**config.mk**
```make
export PLATFORM = sky130hd
export DESIGN_NAME = camera_init_seq
export DESIGN_NICKNAME = d
export VERILOG_FILES = /design/src/rtl/camera_init_seq.sv
export SDC_FILE = /design/constraint.sdc
export NUM_CORES = 1
export LEC_CHECK = 0
export CORE_ASPECT_RATIO = 0.9
export CORE_MARGIN = 4
export CORE_UTILIZATION = 51
export CTS_CLUSTER_DIAMETER = 100
export DETAILED_ROUTE_END_ITERATION = 16
export PLACE_DENSITY = 0.78
export SLEW_MARGIN = 30
export SYNTH_ARGS = -nofsm -noshare
export SYNTH_HDL_FRONTEND = slang
export SYNTH_SLANG_ARGS = --single-unit
```
**constraint.sdc**
```tcl
create_clock -name clk -period 4.8 [get_ports clk]
set_clock_uncertainty 0.1 [all_clocks]
set_input_delay 0.96 -clock clk [delete_from_list [all_inputs] [get_ports clk]]
set_output_delay 0.96 -clock clk [all_outputs]
set_load 0.05 [all_outputs]
```
**src/rtl/camera_init_seq.sv**
```systemverilog
// Camera register-initialisation sequencer: walks a (register, value) command table and issues one
// AXI-lite write per entry. Define CAMERA_INIT_VERIFY_EN to read back and compare every write.
module camera_init_seq #(
   parameter int NUM_ENTRIES    = 64,
   parameter int DELAY_UNIT     = 83000,
   parameter int TIMEOUT_CYCLES = 50000000
) (
   input  logic        clk,
   input  logic        rst,
   input  logic        start,
   output logic        busy,
   output logic        done,
   output logic        error,
   output logic [7:0]  err_index,
   output logic [7:0]  tbl_addr,
   input  logic [15:0] tbl_data,
   output logic [31:0] axi_awaddr,
   output logic        axi_awvalid,
   input  logic        axi_awready,
   output logic [31:0] axi_wdata,
   output logic        axi_wvalid,
   input  logic        axi_wready,
   input  logic        b_valid,
   output logic        b_ready,
   input  logic [1:0]  b_response,
   output logic [31:0] axi_araddr,
   output logic        axi_arvalid,
   input  logic        axi_arready,
   input  logic [31:0] axi_rdata,
   input  logic        axi_rvalid,
   output logic        axi_rready
);

   localparam logic [7:0]  LAST_INDEX   = 8'(NUM_ENTRIES - 1);
   localparam logic [31:0] DELAY_MULT   = 32'(DELAY_UNIT);
   localparam logic [31:0] TIMEOUT_LAST = 32'(TIMEOUT_CYCLES - 1);
   localparam logic [7:0]  REG_DELAY    = 8'hFF;
   localparam logic [7:0]  REG_END      = 8'hFE;

   typedef enum logic [3:0] {
      S_IDLE, S_FETCH, S_DECODE, S_WR, S_BRESP, S_WAIT,
      S_ADVANCE, S_DONE, S_ERR, S_RD, S_RRESP
   } state_t;

   state_t      state;
   logic [7:0]  index;
   logic [31:0] delay_cnt;
   logic [31:0] timer;
   logic        aw_ok;
   logic        w_ok;
   logic        timed_out;
   logic        unused_rd;

   // A channel counts as finished once its valid has dropped or is handshaking this cycle.
   assign aw_ok     = !axi_awvalid || axi_awready;
   assign w_ok      = !axi_wvalid || axi_wready;
   assign timed_out = (timer == TIMEOUT_LAST);
   assign tbl_addr  = index;

`ifdef CAMERA_INIT_VERIFY_EN
   assign unused_rd = ^axi_rdata[31:9];
`else
   assign axi_araddr  = '0;
   assign axi_arvalid = 1'b0;
   assign axi_rready  = 1'b0;
   assign unused_rd   = ^{axi_arready, axi_rvalid, axi_rdata};
`endif

   // NOTE: every register here uses <= so all branches see the same pre-edge values.
   always_ff @(posedge clk) begin
      if (rst) begin
         state       <= S_IDLE;
         index       <= '0;
         delay_cnt   <= '0;
         timer       <= '0;
         busy        <= 1'b0;
         done        <= 1'b0;
         error       <= 1'b0;
         err_index   <= '0;
         axi_awaddr  <= '0;
         axi_awvalid <= 1'b0;
         axi_wdata   <= '0;
         axi_wvalid  <= 1'b0;
         b_ready     <= 1'b0;
`ifdef CAMERA_INIT_VERIFY_EN
         axi_araddr  <= '0;
         axi_arvalid <= 1'b0;
         axi_rready  <= 1'b0;
`endif
      end else begin
         done <= 1'b0;
         case (state)
            S_IDLE: begin
               if (start) begin
                  busy      <= 1'b1;
                  error     <= 1'b0;
                  err_index <= '0;
                  index     <= '0;
                  state     <= S_FETCH;
               end
            end
            S_FETCH: state <= S_DECODE;
            S_DECODE: begin
               if (tbl_data[15:8] == REG_DELAY) begin
                  if (tbl_data[7:0] == 8'd0) begin
                     state <= S_ADVANCE;
                  end else begin
                     delay_cnt <= 32'(tbl_data[7:0]) * DELAY_MULT;
                     state     <= S_WAIT;
                  end
               end else if (tbl_data[15:8] == REG_END) begin
                  state <= S_DONE;
               end else begin
                  axi_awaddr  <= {22'd0, tbl_data[15:8], 2'b00};
                  axi_awvalid <= 1'b1;
                  axi_wdata   <= {24'd0, tbl_data[7:0]};
                  axi_wvalid  <= 1'b1;
                  timer       <= '0;
                  state       <= S_WR;
               end
            end
            S_WR: begin
               if (axi_awvalid && axi_awready) axi_awvalid <= 1'b0;
               if (axi_wvalid && axi_wready)   axi_wvalid  <= 1'b0;
               if (aw_ok && w_ok) begin
                  b_ready <= 1'b1;
                  timer   <= '0;
                  state   <= S_BRESP;
               end else if (timed_out) begin
                  axi_awvalid <= 1'b0;
                  axi_wvalid  <= 1'b0;
                  state       <= S_ERR;
               end else begin
                  timer <= timer + 32'd1;
               end
            end
            S_BRESP: begin
               if (b_valid) begin
                  b_ready <= 1'b0;
                  if (b_response != 2'b00) begin
                     state <= S_ERR;
                  end else begin
`ifdef CAMERA_INIT_VERIFY_EN
                     axi_araddr  <= axi_awaddr;
                     axi_arvalid <= 1'b1;
                     timer       <= '0;
                     state       <= S_RD;
`else
                     state <= S_ADVANCE;
`endif
                  end
               end else if (timed_out) begin
                  b_ready <= 1'b0;
                  state   <= S_ERR;
               end else begin
                  timer <= timer + 32'd1;
               end
            end
`ifdef CAMERA_INIT_VERIFY_EN
            S_RD: begin
               if (axi_arready) begin
                  axi_arvalid <= 1'b0;
                  axi_rready  <= 1'b1;
                  timer       <= '0;
                  state       <= S_RRESP;
               end else if (timed_out) begin
                  axi_arvalid <= 1'b0;
                  state       <= S_ERR;
               end else begin
                  timer <= timer + 32'd1;
               end
            end
            S_RRESP: begin
               // wdata still holds the value just written; bit 8 flags an I2C NACK.
               if (axi_rvalid) begin
                  axi_rready <= 1'b0;
                  if (axi_rdata[8] || (axi_rdata[7:0] != axi_wdata[7:0])) state <= S_ERR;
                  else                                                  state <= S_ADVANCE;
               end else if (timed_out) begin
                  axi_rready <= 1'b0;
                  state      <= S_ERR;
               end else begin
                  timer <= timer + 32'd1;
               end
            end
`endif
            S_WAIT: begin
               if (delay_cnt == 32'd1) state <= S_ADVANCE;
               else                    delay_cnt <= delay_cnt - 32'd1;
            end
            S_ADVANCE: begin
               if (index == LAST_INDEX) begin
                  state <= S_DONE;
               end else begin
                  index <= index + 8'd1;
                  state <= S_FETCH;
               end
            end
            S_DONE: begin
               done  <= 1'b1;
               busy  <= 1'b0;
               state <= S_IDLE;
            end
            S_ERR: begin
               error     <= 1'b1;
               err_index <= index;
               busy      <= 1'b0;
               state     <= S_IDLE;
            end
            default: state <= S_IDLE;
         endcase
      end
   end

endmodule

```
==> metrics <==
Int Pwr=0.00156 W; CP Launch Type=input port; hold path cells=2; crit path launch=tbl_data[5]; post-route antenna net violation count=0; max-slew violation count=0; CTS root buffer=clkbuf_16; synthesis-to-finish area growth=12.2%; share of cells above drive strength 1=6.87%; Leak=3.47 nW; synthesized area per cell=7.97 um2; vias in the first global route=6176; Placed Area=8340 um2; fin cells=1232; fin util=58.5%; mapped cell area=7710 um2; clock tree sinks=106; Yosys top cell area share=27.5%; Setup Viol. Count Final=0; met1 usage=31.2%; maximum vdd ir drop=0.191 mV; outcome=completed; min cycle time layout=4.59 ns; Rel. slew slack=38.2%; Worst Path Required=4.95 ns; drt total wl=18.1 mm; Placed Instances=1216; total congestion overflow=0; I/O Buffers=61; largest area contributor in the netlist=dfxtp_1; GRT Overall Usage=20.8%; sequential area share after synthesis=27.5%; Clock power frac=30.2%; FMAX=0.218 GHz; Reg-to-Reg End=delay_cnt[29]$_SDFFE_PP0P_; Crit. End Element=register; DIE HEIGHT=125 um; combinational power share=32.8%; critical path's slowest cell=fa_1; I/O pin cnt=178; Commonest cells post-synth=106 x dfxtp_1, 99 x nor2_1, 82 x buf_4, 78 x nand2_1, 74 x ha_1; Skew-Pair Late Insertion Delay=0.36 ns; max-cap violation count=0; Seq cells post-synth=106; Hold EP=axi_wdata[4]$_SDFFE_PP0P_; Worst Path Arrival=4.74 ns; Post-synth top flop=dfxtp_1; pwr dens=286 nW/um2; Residual DRC=0; 1st-iter DRT viols=525; Initial Utilization=52.2%; Top cell by count, worst path=ha_1; Clock Path Buffers=2; largest net degree at the start of global routing=55; crit-path cells=clkdlybuf4s50_1 > fa_1 > ha_1 > fa_1 > ha_1 > ha_1 > a21oi_1 > buf_4 > o211ai_1 > nand3_1 > a311oi_1 > or4_1 > and3_1; Cells after Synth=967; P_sw=0.000917 W; Post-synth EDFFs=0; Core Area=14800 um2; unrepaired setup endpoints after global routing=false; main area contributors after synthesis=dfxtp_1 28%, ha_1 12%, buf_4 8.0%; GRT met2 Usage=30.7%; Synthesis Warnings=0; FILL cells=1377; Sequential Power Share=37.1%; final hold vios=0; GRT Max-Usage Layer=met1; first-pass GRT wire length=30.1 mm; # H-tree levels=3; Tcrit/Tclk final=95.7%; CTS tree=built; Clk pin slew, worst setup/hold paths=0.07 ns; most frequent cell after synthesis=dfxtp_1; CP Class=in -> reg; FF-to-FF Start=state[2]$_SDFFE_PP0P_; routability cong.=0.918; worst-margin pin slew=0.922 ns; CP peak stage delay=0.50 ns; die area=17100 um2; FFs w/ async S/R, synth=0%; vias per inst=5.63; min-delay worst type=reg -> reg; cell area after layout=8650 um2; R2R depth=7; met3 Use GR=3.76%; worst reg-to-reg setup slack=1.50 ns; n_diodes=0; sw frac=37.1%; drt pass-1 iters=5; Die Span X=138 um; HPWL after detailed placement=13.3 mm; count of different cell masters after synthesis=72; cts bufs inserted=9; wire per inst=14.7 um; final net count=1170; routed via count=6939; CP Max Fanout=3; row count=42; hold_sp=axi_wdata[4]$_SDFFE_PP0P_; initial antenna violation count=0
==> timing repair <==
action,4_1_cts,5_1_grt
endpoints found under the setup margin,0,4
buffers inserted,0,0
hold buffers,0,0
resized for setup,0,1
==> layout make-up <==
class / count / area (um2) / area share [%]
Tap cell: 198 / 248 / 2.87
Multi-Input combinational cell: 784 / 5020 / 58.0
Sequential cell: 106 / 2120 / 24.5
Clock inverter: 6 / 56.3 / 0.651
Clock buffer: 10 / 239 / 2.76
Timing Repair Buffer: 89 / 816 / 9.44
Inverter: 39 / 146 / 1.69
==> logic make-up after synthesis <==
family	count (synthesis)	share of synthesized area, %
AND/OR/NAND/NOR	364	24.1
XOR/XNOR	31	3.52
multiplexers	4	0.520
AO/OA/AOI/OAI	220	18.1
adder cells (fa/ha/maj)	83	14.4
flip-flops	106	27.5
other	1	0.0487
buffers and inverters	158	11.8
==> worst max-delay path: cells and delay by family <==
| kind | cells | cell delay, ns |
|---|---|---|
| buffers and inverters | 2 | 0.62 |
| adder cells (fa/ha/maj) | 5 | 1.95 |
| AO/OA/AOI/OAI | 3 | 0.48 |
| AND/OR/NAND/NOR | 3 | 0.74 |
==> through the flow <==
stage          setup TNS [ns]  setup slack, ns  hold WS (ns)  total power [W]
6_report                    0            0.207         0.357          0.00247
5_1_grt                     0          0.00987         0.377          0.00260
4_1_cts                     0            0.119         0.360          0.00247
3_5_place_dp            -1.37           -0.246         0.349          0.00173
3_3_place_gp           -0.711           -0.167         0.342          0.00172
2_1_floorplan               0            0.481         0.347          0.00157
==> cell usage in the layout, fill, tap and decap left out, types with 3 or more instances in the layout <==
cell             instances
a22oi_1                  9
a31o_2                   4
a21boi_0                 5
nor4_1                  30
xor2_1                   7
nand4b_1                 3
fa_1                     9
nand4_1                 13
o21ai_0                 49
o221a_2                  3
nand2b_1                 4
inv_1                   38
o22ai_1                  7
clkbuf_16                9
a21o_1                   6
nand3_1                 30
nand2_1                 78
a31oi_1                  8
ha_1                    74
nor4b_1                  5
and3_1                   7
or2_2                    8
a211oi_1                 7
or4_1                   14
nor2b_1                  7
a21oi_1                 72
o31ai_1                  5
dfxtp_1                106
clkdlybuf4s50_1         60
and4_1                   6
or3_1                   18
o32ai_1                  3
buf_4                   28
and2_1                   5
xnor2_1                 24
mux2i_1                  4
nor3_1                  26
o211ai_1                 9
nor2_1                  98
conb_1                  82
==> power groups by stage <==
stage | Sequential (W) | Combinational, W | Clock, W
floorplan | 0.000964 | 0.000610 | 0
global placement | 0.000935 | 0.000782 | 0
detailed placement | 0.000936 | 0.000794 | 0
CTS | 0.000916 | 0.000801 | 0.000753
global route | 0.000920 | 0.000894 | 0.000787
finish | 0.000916 | 0.000810 | 0.000746
==> sequential cells by signal, indices dropped and copies added (netlist names), 4 cells and up <==
| register | flops |
|---|---|
| state | 4 |
| tbl_addr | 8 |
| timer | 32 |
| err_index | 8 |
| delay_cnt | 32 |
| axi_awaddr | 8 |
| axi_wdata | 8 |
==> worst max-delay path by stage <==
| stage | endpoint | slack (ns) | cells after the start |
|---|---|---|---|
| detailed placement | delay_cnt[24]$_SDFFE_PP0P_ | -0.25 | 12 |
| global route | delay_cnt[23]$_SDFFE_PP0P_ | 0.01 | 13 |
| global placement | delay_cnt[24]$_SDFFE_PP0P_ | -0.17 | 12 |
| floorplan | delay_cnt[18]$_SDFFE_PP0P_ | 0.48 | 11 |
| CTS | delay_cnt[24]$_SDFFE_PP0P_ | 0.12 | 12 |
| finish | delay_cnt[23]$_SDFFE_PP0P_ | 0.21 | 13 |
==> metal layers <==
metal	wire length [um]	part of all wire, %
met1	8530	47
met2	8050	44
met3	1330	7.3
met4	225	1.2
met5	0	0
No activity file was read; power rests on OpenSTA's default activity.
